--- config.mk ---
export PLATFORM = sky130hd
export DESIGN_NAME = fetch_stage
export DESIGN_NICKNAME = d
export VERILOG_FILES = /design/src/rtl/fetch_stage.sv
export SDC_FILE = /design/constraint.sdc
export NUM_CORES = 1
export LEC_CHECK = 0
export BUFFER_PORTS_ARGS = -buffer_cell sky130_fd_sc_hd__buf_4
export CAP_MARGIN = 15
export CELL_PAD_IN_SITES_DETAIL_PLACEMENT = 1
export CELL_PAD_IN_SITES_GLOBAL_PLACEMENT = 1
export CORE_MARGIN = 5
export CORE_UTILIZATION = 35
export DETAILED_ROUTE_END_ITERATION = 10
export PLACE_DENSITY_LB_ADDON = 0.12
export SLEW_MARGIN = 40
export SYNTH_ARGS = -nofsm -noshare
export SYNTH_HDL_FRONTEND = slang
export SYNTH_SLANG_ARGS = --single-unit
--- constraint.sdc ---
create_clock -name clk -period 2.3 [get_ports clk]
set_input_delay 0 -clock clk [delete_from_list [all_inputs] [get_ports clk]]
set_output_delay 0 -clock clk [all_outputs]
set_load 0.02 [all_outputs]
--- src/rtl/fetch_stage.sv ---
// LEGv8 instruction-fetch stage: PC register, combinational imem read, IF/ID register,
// stall/redirect handling and sticky fetch-fault detection.
module fetch_stage #(
  parameter int unsigned     N          = 64,
  parameter int unsigned     IMEM_WORDS = 64,
  parameter logic [N-1:0]    RESET_PC   = '0
) (
  input  logic                          clk,
  input  logic                          reset_n,
  input  logic                          stall_i,
  input  logic                          redirect_i,
  input  logic [N-1:0]                  redirect_pc_i,
  output logic [$clog2(IMEM_WORDS)-1:0] imem_addr_o,
  input  logic [31:0]                   imem_rdata_i,
  output logic [N-1:0]                  fetch_pc_o,
  output logic [31:0]                   instr_d_o,
  output logic [N-1:0]                  pc_d_o,
  output logic                          valid_d_o,
  output logic                          fault_o,
  output logic [1:0]                    fault_cause_o
);

  localparam int unsigned AW       = $clog2(IMEM_WORDS);
  localparam logic [N-1:0] PC_LIMIT = N'(IMEM_WORDS) << 2;

  typedef enum logic [1:0] {
    BOOT = 2'd0,
    RUN  = 2'd1,
    HALT = 2'd2
  } state_t;

  typedef enum logic [1:0] {
    CAUSE_NONE      = 2'b00,
    CAUSE_MISALIGN  = 2'b01,
    CAUSE_RANGE     = 2'b10
  } cause_t;

  state_t         state;
  logic [N-1:0]   pc;
  logic [31:0]    instr_d;
  logic [N-1:0]   pc_d;
  logic           valid_d;
  logic           fault;
  cause_t         fault_cause;
  logic           pc_out_of_range;

  assign pc_out_of_range = (pc >= PC_LIMIT);

  always_ff @(posedge clk or negedge reset_n) begin
    if (!reset_n) begin
      state       <= BOOT;
      pc          <= RESET_PC;
      instr_d     <= '0;
      pc_d        <= '0;
      valid_d     <= 1'b0;
      fault       <= 1'b0;
      fault_cause <= CAUSE_NONE;
    end else begin
      case (state)
        BOOT: begin
          state <= RUN;
        end

        RUN: begin
          // Priority: misaligned redirect, redirect, stall, range fault, capture.
          if (redirect_i && (redirect_pc_i[1:0] != 2'b00)) begin
            state       <= HALT;
            fault       <= 1'b1;
            fault_cause <= CAUSE_MISALIGN;
            instr_d     <= '0;
            pc_d        <= '0;
            valid_d     <= 1'b0;
          end else if (redirect_i) begin
            pc      <= redirect_pc_i;
            instr_d <= '0;
            pc_d    <= '0;
            valid_d <= 1'b0;
          end else if (stall_i) begin
            pc      <= pc;
          end else if (pc_out_of_range) begin
            state       <= HALT;
            fault       <= 1'b1;
            fault_cause <= CAUSE_RANGE;
            instr_d     <= '0;
            pc_d        <= '0;
            valid_d     <= 1'b0;
          end else begin
            instr_d <= imem_rdata_i;
            pc_d    <= pc;
            valid_d <= 1'b1;
            pc      <= pc + N'(4);
          end
        end

        HALT: begin
          valid_d <= 1'b0;
        end

        default: begin
          state <= HALT;
        end
      endcase
    end
  end

  assign imem_addr_o   = pc[AW+1:2];
  assign fetch_pc_o    = pc;
  assign instr_d_o     = instr_d;
  assign pc_d_o        = pc_d;
  assign valid_d_o     = valid_d;
  assign fault_o       = fault;
  assign fault_cause_o = fault_cause;

endmodule

==> metrics.txt <==
Vias/cell 5.15; DR WL/cell 20.8 um; hold path start redirect_i; Crit. End Element flip-flop; worst-case reg-to-reg path depth 6; initial antenna violation count 1; r2r setup slk 130 ps; Setup Skew 11.5 ps; GRT Util Overall a little under a quarter; Worst slew margin a little under three fifths; total CTS buffers 17; die width 151 um; Initial Utilization 35.6%; WP buf/inv 1; Post-synth top flop dfrtp_1; Core Area 19500 um^2; FP Rows 51; Synth Area per Inst 10.8 um^2; Tmin final 2170 ps; Switching Share 23.2%; post-synthesis adder-cell area fraction 0.902%; critical-path maximum fanout 6; outcome completed; P_sw 0.00146 W; share of synthesized registers carrying an async set or reset 100%; Area Overhead vs Synth 60.8%; worst vdd rail ir drop 529 uV; share of the synthesized area in the top cell type 59.9%; gr ovfl total 0; synth warn 0; critical-path cell list buf_4 -> nand3_1 -> nor3_2 -> nand4_1 -> o32ai_1 -> a21oi_1; GPL Wtd Cong 0.833; global-route wire length before repair 42.0 mm; Slew Limit Fails 0; Post-DP Area between 9000 and 10000 um^2; die height approximately 150 um; simple-gate share of the synthesized area 18.9%; cell count after synthesis 640; Final #Nets 1130; sequential share of power 46.5%; Compound-Gate Fraction of Synth Area 14.3%; mux cell area share after synthesis about 1.7%; Yosys reg bits approximately 170; # clock sinks ~170; LEAKAGE 5.64 nW; sequential element share of the synthesized area roughly 60%; design area approximately 11000 um^2; Max Cap Viol 0; largest family of logic cells by synthesized area simple AND/OR/NAND/NOR gates; slowest cell on the critical path nor3_2; Post-synth EDFFs 0; share of layout cells above drive strength 1 35.0%; Syn Nets 745; xor/xnor cell area share of the yosys netlist 0%; Total Die Area 22700 um^2; Synth area leaders dfrtp_1 (60%), a22o_1 (5.6%), and2_1 (5.4%); combinational share of power between 6 and 7%; Routed WL 27.1 mm; CTS tree done; clock root buffer master clkbuf_16; Final Util 57.3%; Initial DRC Count 255; Worst Path Arrival roughly 2500 ps; detailed placement HPWL 18.6 mm; Worst Hold Endpoint fetch_pc_o[49]; CP startpoint kind flip-flop; post-detailed-route count of antenna-violating nets 0; worst-case clock buffer depth 2; worst hold path type in2reg; r2r startpoint fetch_pc_o[13]; Ports 270; PortBufs 269; drt pass-1 iters 4; vias in the first global route 7492; Critical Path RT 2600 ps; leading area contributor after synthesis dfrtp_1; Clock power frac 46.8%; Crit Path Class reg2reg; # DRC 0; Fin. Hold Viols 0; critical path depth 6; distinct cell type count after synthesis 45; via count 6718; Cell Area, Synth between 6000 and 7000 um^2; largest net degree at the start of global routing 70; reg2reg end fetch_pc_o[42]; Slew @ Worst Pin 672 ps; Final Cycle Share 94.4%; register clock-pin slew on the reported worst setup and hold paths ~70 ps; crit-path leading delay family simple AND/OR/NAND/NOR gates; CTS H-tree depth 4; PwrDens 563 nW/um^2; Max Clk Rate roughly 0.46 GHz; Worst-Skew Late Latency 420 ps; P_int 0.00482 W; WHS Path Cells 3; Finish-stage setup viols 0; max incr delay on CP 420 ps
==> routing by layer <==
layer	part of all wire, %	vias up	routed length (um)	global-route usage [%]
met2	50	238	13600	40.8
met4	2.6	0	703	8.57
met5	0	-	0	0
met3	6.7	49	1810	5.69
li1	-	3046	-	-
met1	41	3385	11000	29.1
==> repair_timing <==
action                     4_1_cts  5_1_grt
buffers inserted                 3        1
pin swaps                        2        1
resized for setup                2       12
cloned                           0        0
hold buffers                    95        0
hold endpoints to repair       162        0
setup endpoints to repair       56       71
==> power by group through the flow <==
stage,Sequential [W],Clock [W],Combinational (W)
floorplan,0.00297,0,0.0000517
global placement,0.00297,0,0.000274
detailed placement,0.00297,0,0.000282
CTS,0.00292,0.00300,0.000417
global route,0.00292,0.00312,0.000455
finish,0.00292,0.00294,0.000419
==> registers in the layout (all words and copies together) (netlist names) <==
name and count:
fault_o 1, state 2, instr_d_o 32, pc_d_o 64, fault_cause_o 2, valid_d_o 1, fetch_pc_o 64
==> worst min-delay path: stages <==
cell	delay [ps]
buf_4	240
nand2_1	100
mux2i_1	60
==> worst max-delay path by stage <==
stage          slack [ps]           start             end
3_3_place_gp           60  fetch_pc_o[10]        state[0]
6_report              130  fetch_pc_o[13]  fetch_pc_o[42]
3_5_place_dp          -70  fetch_pc_o[45]  fetch_pc_o[58]
2_1_floorplan         310  fetch_pc_o[51]  fetch_pc_o[45]
5_1_grt                -7  fetch_pc_o[11]   instr_d_o[11]
4_1_cts                50  fetch_pc_o[39]  fetch_pc_o[58]
==> layout by cell type (no fill, tap or decap), types with 2 or more instances in the layout <==
cell / n
a21oi_1: 24
nor3_1: 4
mux2i_1: 11
o22a_1: 3
buf_4: 307
nand3_1: 18
or3_1: 3
nand2_1: 82
diode_2: 2
o31a_1: 2
nor2_1: 30
and2_1: 60
and3_1: 3
ha_1: 5
inv_8: 2
o32ai_1: 4
nor3b_1: 2
a21o_1: 2
clkinvlp_4: 3
dfrtp_1: 165
o21ai_0: 25
inv_6: 2
a32oi_1: 2
buf_12: 5
o22ai_1: 12
nor4_4: 6
a22o_1: 44
nand2b_1: 2
inv_1: 22
clkbuf_16: 17
nand4_1: 15
nor4_2: 3
dlygate4sd3_1: 95
o31ai_1: 3
a22oi_1: 10
bufinv_16: 2
a2bb2oi_1: 3
clkinv_4: 3
nor4_1: 15
==> logic make-up after synthesis <==
group | Yosys count
DFF | 166
buffers and inverters | 64
and+or+nand+nor | 252
muxes | 12
AOI/OAI and AO/OA | 141
adders and majority gates | 5
==> metrics by stage <==
stage                     std cells  setup WS, ps  TNS [ps]  hold slack [ps]  total power, W
after detailed placement       1172         -65.6      -459             61.1         0.00326
after global placement         1172          58.2         0             45.9         0.00325
final                          1304           129         0             44.8         0.00628
after floorplan                 640           309         0             -296         0.00303
after global routing           1303         -6.76     -15.3             50.8         0.00649
after CTS                      1301          45.1         0             23.9         0.00634
==> synth_stat cells, types with 2 or more instances <==
cell type / n
buf_2: 2
nand2b_1: 3
o31ai_1: 3
o22a_1: 3
a32oi_1: 2
ha_1: 5
buf_1: 2
clkbuf_1: 25
nor2_1: 31
o41ai_1: 2
and2_1: 60
nor4_1: 21
nor4_2: 2
a22o_1: 44
nand3_1: 19
o21ai_0: 26
buf_4: 13
inv_1: 22
a2bb2oi_1: 3
a21o_1: 2
mux2i_1: 11
nand2_1: 82
nor3_1: 4
or3_1: 3
o32ai_1: 4
a21oi_1: 24
nor3b_1: 2
and3_1: 3
nand4_1: 15
o31a_1: 2
dfrtp_1: 166
a22oi_1: 10
o22ai_1: 12
==> area by class of cell <==
type	count	area (um^2)
antenna	2	5.00
multi-input combinational	410	2610
tap	265	332
clock buffer	18	439
fill	2085	8310
sequential	166	4160
clock inverter	13	165
timing repair buffer	408	3370
inverter	22	82.6
Note: power is estimated with default switching activity, not from simulation.
